==> src/rtl/env_pkg.sv <==
`default_nettype none
// ============================================================================
//  Module      : env_pkg
//  Description : Shared constants for the ADSR envelope / VCA voice stage:
//                sample width, full-scale envelope value and the state
//                encodings reported on the adsr_envelope state port.
//  Revision    : 1.0  initial release
// ============================================================================
package env_pkg;

    // Sample, envelope and step width
    localparam int W = 16;

    // Full-scale envelope value (2^W - 1)
    localparam logic [W-1:0] ENV_MAX = {W{1'b1}};

    // Envelope state encodings (5..7 are unreachable and fall back to IDLE)
    localparam logic [2:0] ST_IDLE    = 3'd0;
    localparam logic [2:0] ST_ATTACK  = 3'd1;
    localparam logic [2:0] ST_DECAY   = 3'd2;
    localparam logic [2:0] ST_SUSTAIN = 3'd3;
    localparam logic [2:0] ST_RELEASE = 3'd4;

endpackage
`default_nettype wire

==> src/rtl/env_vca.sv <==
`default_nettype none
// ============================================================================
//  Module      : env_vca
//  Description : Registered VCA. On each tick, multiplies the unsigned
//                oscillator sample by the unsigned envelope and keeps the
//                upper half of the 2W-bit product. dout_valid pulses for one
//                clk alongside each new dout.
//  Ports       : clk        - system clock
//                rst_n      - synchronous active-low reset
//                tick       - sample-rate strobe
//                osc_in     - unsigned oscillator sample
//                env        - unsigned envelope (value before this tick's update)
//                dout       - registered upper half of osc_in * env
//                dout_valid - one-clk pulse marking a new dout
//  Revision    : 1.0  initial release
// ============================================================================
module env_vca
    import env_pkg::*;
(
    input  logic         clk,
    input  logic         rst_n,
    input  logic         tick,
    input  logic [W-1:0] osc_in,
    input  logic [W-1:0] env,
    output logic [W-1:0] dout,
    output logic         dout_valid
);

    logic [2*W-1:0] w_prod;
    logic [W-1:0]   r_dout;
    logic           r_valid;

    // Operands widened explicitly so the full 2W-bit product is kept
    assign w_prod = {{W{1'b0}}, osc_in} * {{W{1'b0}}, env};

    always_ff @(posedge clk) begin
        if (!rst_n) begin
            r_dout  <= '0;
            r_valid <= 1'b0;
        end else begin
            r_valid <= tick;
            if (tick) begin
                r_dout <= w_prod[2*W-1:W];
            end
        end
    end

    assign dout       = r_dout;
    assign dout_valid = r_valid;

endmodule
`default_nettype wire

==> src/rtl/adsr_envelope.sv <==
`default_nettype none
// ============================================================================
//  Module      : adsr_envelope
//  Description : ADSR amplitude envelope generator with VCA output. The
//                envelope steps once per sample tick and never wraps: all
//                arithmetic is done W+1 bits wide and clamps to 0 / ENV_MAX.
//                The VCA multiplies osc_in by the pre-update envelope, so an
//                envelope change shows up in dout on the following tick.
//  Ports       : clk           - system clock
//                rst_n         - synchronous active-low reset
//                tick          - sample-rate strobe, one clk wide
//                gate          - note on/off, sampled on tick only
//                osc_in        - unsigned oscillator sample
//                attack_step   - increment per tick in ATTACK
//                decay_step    - decrement per tick in DECAY
//                sustain_level - hold level in SUSTAIN
//                release_step  - decrement per tick in RELEASE
//                env           - registered envelope value
//                state         - registered state encoding
//                dout          - registered VCA output
//                dout_valid    - one-clk pulse marking a new dout
//  Revision    : 1.0  initial release
// ============================================================================
module adsr_envelope
    import env_pkg::*;
(
    input  logic         clk,
    input  logic         rst_n,
    input  logic         tick,
    input  logic         gate,
    input  logic [W-1:0] osc_in,
    input  logic [W-1:0] attack_step,
    input  logic [W-1:0] decay_step,
    input  logic [W-1:0] sustain_level,
    input  logic [W-1:0] release_step,
    output logic [W-1:0] env,
    output logic [2:0]   state,
    output logic [W-1:0] dout,
    output logic         dout_valid
);

    logic [2:0]   r_state;
    logic [2:0]   w_state_nxt;
    logic [W-1:0] r_env;
    logic [W-1:0] w_env_nxt;
    logic [W:0]   w_att_sum;
    logic [W:0]   w_dec_thr;

    // One extra bit so neither the attack sum nor the decay threshold wraps
    assign w_att_sum = {1'b0, r_env} + {1'b0, attack_step};
    assign w_dec_thr = {1'b0, sustain_level} + {1'b0, decay_step};

    always_ff @(posedge clk) begin
        if (!rst_n) begin
            r_state <= ST_IDLE;
            r_env   <= '0;
        end else begin
            r_state <= w_state_nxt;
            r_env   <= w_env_nxt;
        end
    end

    // Gate checks come first in each state so a gate edge wins over a
    // threshold crossing on the same tick.
    always_comb begin
        w_state_nxt = r_state;
        w_env_nxt   = r_env;
        if (tick) begin
            case (r_state)
                ST_IDLE: begin
                    w_env_nxt = '0;
                    if (gate) begin
                        w_state_nxt = ST_ATTACK;
                    end
                end
                ST_ATTACK: begin
                    if (!gate) begin
                        w_state_nxt = ST_RELEASE;
                    end else if ((attack_step == '0) || (w_att_sum >= {1'b0, ENV_MAX})) begin
                        w_env_nxt   = ENV_MAX;
                        w_state_nxt = ST_DECAY;
                    end else begin
                        w_env_nxt = w_att_sum[W-1:0];
                    end
                end
                ST_DECAY: begin
                    if (!gate) begin
                        w_state_nxt = ST_RELEASE;
                    end else if ((decay_step == '0) || ({1'b0, r_env} <= w_dec_thr)) begin
                        // Also catches sustain_level raised above env mid-decay
                        w_env_nxt   = sustain_level;
                        w_state_nxt = ST_SUSTAIN;
                    end else begin
                        w_env_nxt = r_env - decay_step;
                    end
                end
                ST_SUSTAIN: begin
                    if (!gate) begin
                        w_state_nxt = ST_RELEASE;
                    end else begin
                        w_env_nxt = sustain_level;
                    end
                end
                ST_RELEASE: begin
                    if (gate) begin
                        // Retrigger continues from the current level
                        w_state_nxt = ST_ATTACK;
                    end else if ((release_step == '0) || (r_env <= release_step)) begin
                        w_env_nxt   = '0;
                        w_state_nxt = ST_IDLE;
                    end else begin
                        w_env_nxt = r_env - release_step;
                    end
                end
                default: begin
                    w_env_nxt   = '0;
                    w_state_nxt = ST_IDLE;
                end
            endcase
        end
    end

    // VCA sees the envelope before this tick's update
    env_vca u_vca (
        .clk        (clk),
        .rst_n      (rst_n),
        .tick       (tick),
        .osc_in     (osc_in),
        .env        (r_env),
        .dout       (dout),
        .dout_valid (dout_valid)
    );

    assign env   = r_env;
    assign state = r_state;

endmodule
`default_nettype wire
==> config.mk <==
export PLATFORM = sky130hd
export DESIGN_NAME = adsr_envelope
export DESIGN_NICKNAME = d
export VERILOG_FILES = /design/src/rtl/env_pkg.sv /design/src/rtl/env_vca.sv /design/src/rtl/adsr_envelope.sv
export SDC_FILE = /design/constraint.sdc
export NUM_CORES = 1
export LEC_CHECK = 0
export CAP_MARGIN = 0
export CORE_UTILIZATION = 65
export CTS_BUF_LIST = sky130_fd_sc_hd__clkbuf_2 sky130_fd_sc_hd__clkbuf_4 sky130_fd_sc_hd__clkbuf_8
export DETAILED_ROUTE_END_ITERATION = 10
export PLACE_DENSITY = 0.95
export SYNTH_ARGS = -nofsm -noshare
export SYNTH_HDL_FRONTEND = slang
export SYNTH_SLANG_ARGS = --single-unit
==> constraint.sdc <==
create_clock -name clk -period 15.4 [get_ports clk]
set_input_delay 3.85 -clock clk [delete_from_list [all_inputs] [get_ports clk]]
set_output_delay 3.85 -clock clk [all_outputs]
set_load 0.05 [all_outputs]
Yosys cells after proc, flatten, opt, wreduce, memory -nomap -nowiden
Index checks and enable logic that the tools add are counted.

operators by class
  add/subtract/negate cells = 4
  multiply operators = 1
  divide/modulo/power cells = 0
  order comparisons = 3
  equality and inequality tests = 13
  shift-type cells = 0
  multiplexer cells = 17
  bitwise gates (word level) = 0
  reductions and logical operators = 9

operators with widths
  operator                count
  $mux W16                7
  $pmux W16 S4            1
  $logic_not A16 Y1       3
  $add A16 B16 Y17        2
  $mul A16 B16 Y32        1
  $sub A16 B16 Y16        2
  $mux W3                 8
  $ge A17 B16 Y1 const B  1
  $le A16 B17 Y1          1
  $le A16 B16 Y1          1
  $pmux W3 S5             1
  $ne A2 B2 Y1 const B    6
  $ne A3 B3 Y1 const B    3
  $eq A3 B2 Y1 const B    2
  $reduce_and A6 Y1       1
  $reduce_and A5 Y1       1
  $eq A3 B1 Y1 const B    1
  $eq A3 B3 Y1 const B    1
  $logic_not A3 Y1        1
  $logic_or A1 B1 Y1      3

word-level totals
  register bits after elaboration = 36
  latch bits = 0
  memory bits (writable) = 0
  ROM bits = 0
  input bits = 84
  output and inout port bits = 36
  logic and storage cells = 51
  memories = 0

Longest topological paths before layout
  word-level depth = 6
  depth in mapped cells = 25
  gate-level depth less buffers = 24

Cells and area by module
A second synthesis with hierarchy kept.

unflattened totals
  cells, all modules = 1,673
  area total of the unflattened synthesis = 13,818.3 sq um

by module, submodules not included
  module         times used  cells each  area an instance (sq um)  sequential area each (sq um)
  env_vca        1           1,017       8,908.5                   340.3
  adsr_envelope  1           656         4,909.7                   380.4

Worst setup path before layout
Ideal clock, no wire load.

  kind = input-to-reg
  start = in osc_in[7]
  end = reg u_vca.r_dout[10] (netlist: u_vca.dout[10])
  library setup time = 66 ps
  data arrival time = 9,200 ps
  data required time = 15,334 ps
  setup slack = 6,135 ps
  stages on the path = 24
  path buffers = 1
  path through = clkbuf_1 nand2_1 fa_1 inv_1 fa_1 inv_1 fa_1 inv_1 fa_1 fa_1 inv_1 fa_1 inv_1 ha_1 a211oi_1 nand2_1 a31oi_1 o211ai_1 o211a_1 o31a_1 nor2_1 xnor2_1 mux2i_1 nor2b_1

between the ends
  longest elaborated chain between the ends = 1

ends and longest elaborated chain
  element               RTL line             source
  start, declared       adsr_envelope.sv:31  input logic [W-1:0] osc_in,
  $mul A16 B16 Y32      env_vca.sv:34        assign w_prod = {{W{1'b0}}, osc_in} * {{W{1'b0}}, env};
  end signal, assigned  env_vca.sv:43        r_dout <= w_prod[2*W-1:W];
  end, declared         env_vca.sv:30        logic [W-1:0] r_dout;

No other way between the ends.
A chain may end at the register's enable or synchronous reset.

Worst setup path in the final report
  start = in osc_in[10]
  end = reg u_vca.r_dout[13] (netlist: u_vca.dout[13])

Same word-level chain as after synthesis.

==> results.toml <==
[run_status]
status = "complete, no violations"

[floorplan]
dieHeight_um = 146
start_util_pct = 66.5
row_count = 52
io_pins = 120
core_area_um2 = 20400
fp.dieW_um = 146
dieArea_um2 = 21400

[detailed_routing]
wirelength_mm = 43.3
drt-initial-drc-count = 1250
vias_per_cell = 6.43
wl_per_cell_um = 21.7
ant_nets = 0
drc = 0
vias = 12825
drt_first_pass_iters = 9

[worst_setup_path]
ff2ff_setup_slack_ns = 8.56
crit_required_ns = 15.66
r2r_end = "u_vca.dout[13]$_SDFFE_PN0P_"
worstRegToRegCells = 20
arrival_ns = 10.72
crit_path_max_fanout = 16
path_class = "input port to flip-flop"
r2r_start = "env[8]$_SDFFE_PN0P_"
crit_path_start_kind = "input port"
worstSetupEndpointType = "flip-flop"

[power_and_ir_drop]
seq_power_share_pct = 26.8
total_power_mw = 0.359
combPwrFrac_pct = 45.9
clockPowerShare_pct = 27.2
p_leak_nw = 7.75
ir_drop_mv = 0.0406
intPower_mw = 0.219
p_sw_mw = 0.139
switching_share_pct = 38.9
powerDensity_nw_per_um2 = 23.8

[worst_hold_path]
hold_end = "u_vca.dout[14]$_SDFFE_PN0P_"
worstHoldStart = "u_vca.dout[14]$_SDFFE_PN0P_"
hold_path_depth = 2
hold_class = "flip-flop to flip-flop"

[yosys]
synthesis.nets = 2105
async_flop_share_pct = 0
ys_seq_elements = 36
yosys.area_share.simple_pct = 19.2
syn_area_per_cell_um2 = 8.24
synth_compound_area_share_pct = 13.9
synth_top_family_by_area = "adder cells"
yosys_warnings = 0
synthCells = 1644
synthMuxAreaShare_pct = 1.63
ys.flop_type = "dfxtp_1"
yosysUniqueCellTypes = 74
yosysSeqAreaShare_pct = 5.32
yosys.area_share.xor_xnor_pct = 4.27
yosys.area_share.adder_pct = 45.9
synth_edf_count = 0
syn_area_um2 = 13500

[finish]
diodes = 0
drive_gt1_share_pct = 2.84
nNetsFinal = 2186
area_growth_pct = 11.4
final_cell_mix = "286 x inv_1, 217 x nand2_1, 197 x fa_1"
final_common_cell = "inv_1"

[clock_network]
post_cts_resized = 0
clock-sinks = 36
cts_tree = "yes"
h-tree-depth = 2
clockBufferDepth = 2
postCtsHoldBufs = 0
clk_pin_slew_ns = 0.08
postCtsSetupBuffers = 0
clk_latency_ns = 0.32
numCtsBuffers = 5
clock-root-buffer = "clkbuf_8"

[timing]
slew_viol_final = 0
fmax_ghz = 0.0957
relSlewSlack_pct = 38.7
hold_viol_final = 0
finalSetupTns_ns = 0
finalCritPeriodShare_pct = 67.9
setup_violations = 0
period_needed_ns = 10.45
fin_skew_ns = 0.00956
tightest_slew_ns = 0.917
rsz0062_at_grt = "no"

[global_routing]
overflow = 0
antenna_found_initial = 1
grt_max_degree = 38
track_usage_pct = 42.6
grt_pass1_vias = 13655
grt_pass1_wl_mm = 70.3

[flow_run]
max-cap-violations = 0

[placed_design]
gp_congestion = 0.988
portBuffers = 119
hpwl_mm = 32.7
[synth_stat cells, drive strengths merged (18+ instances only)]
library cell	n	area [µm²]
ha	180	2250
mux2i	22	220
clkbuf	58	218
nor2	47	184
nor2b	24	150
a21o	22	165
xnor2	41	359
xor2	25	219
nor3	18	95.1
fa	197	3940
inv	287	1080
a21oi	58	302
o21ai	62	314
nand2	217	815
dfxtp	36	721
and2	124	776
nand3	23	115
[power by group through the flow]
stage,clock network [mW],registers (mW),logic [mW]
after global placement,0,0.0981,0.152
after detailed placement,0,0.0982,0.158
after CTS,0.0957,0.0960,0.160
final,0.0977,0.0961,0.165
after global routing,0.100,0.0962,0.178
after floorplan,0,0.102,0.0938
[critical path, cell delays in order]
cell and delay, ns:
clkdlybuf4s50_1 1.02, nand2_1 0.18, fa_1 0.55, inv_1 0.06, fa_1 0.49, fa_1 0.63, fa_1 0.54, fa_1 0.51
inv_1 0.06, fa_1 0.36, inv_1 0.07, ha_1 0.30, a2111oi_0 0.60, o211ai_1 0.21, o21ai_0 0.47, o21ai_1 0.25
a21oi_1 0.22, xnor2_1 0.14, mux2i_1 0.09, nor2b_1 0.11
[routing by layer]
layer  routed length [µm]  vias to the layer above  track usage (%)  part of all wire [%]
met5                    0                        -                0                     0
met4                 3830                        0             32.0                   8.8
met3                 5440                      328             12.5                    13
met2                19800                      961             68.8                    46
met1                14200                     5997             47.8                    33
li1                     -                     5539                -                     -
[per-stage QoR]
stage / setup WS, ns / area (µm²) / hold WS [ns] / utilization, % / cells
floorplan: 6.13 / 13500 / 0.670 / - / 1644
global placement: 5.07 / 15000 / 0.459 / 73.5 / 1988
finish: 4.95 / 15100 / 0.472 / 74.1 / 1996
global route: 4.72 / 15100 / 0.514 / 74.1 / 1996
CTS: 5.10 / 15100 / 0.472 / 74.1 / 1996
detailed placement: 4.79 / 15000 / 0.453 / 73.5 / 1988
[cell families after synthesis]
logic type	Yosys count
muxes	22
and+or+nand+nor	524
DFF	36
AOI/OAI and AO/OA	266
xor gates and xnor gates	66
buffers and inverters	351
adders and majority gates	379
[worst max path at each step]
stage	slack, ns	endpoint	start	depth (start not counted)
after floorplan	6.13	u_vca.dout[10]$_SDFFE_PN0P_	osc_in[7]	24
after global placement	5.07	u_vca.dout[13]$_SDFFE_PN0P_	osc_in[6]	24
after detailed placement	4.79	u_vca.dout[13]$_SDFFE_PN0P_	osc_in[6]	24
after CTS	5.10	u_vca.dout[13]$_SDFFE_PN0P_	osc_in[6]	24
after global routing	4.72	u_vca.dout[15]$_SDFFE_PN0P_	osc_in[10]	23
final	4.95	u_vca.dout[13]$_SDFFE_PN0P_	osc_in[10]	20
[layout make-up]
cell class	count	area (µm²)
flip-flops and latches	36	721
inverters	287	1080
clock buffers	7	96.3
multi-input cells	1257	11500
fillers	1389	5270
clock inverters	1	30.0
well taps	270	338
repair buffers	138	1330
[flip-flops by register name, summed over array words and instances, names as in the netlist]
| signal | cells |
|---|---|
| env | 16 |
| state | 3 |
| u_vca.dout | 16 |
| u_vca.dout_valid | 1 |
(Power assumes the default switching activity.)
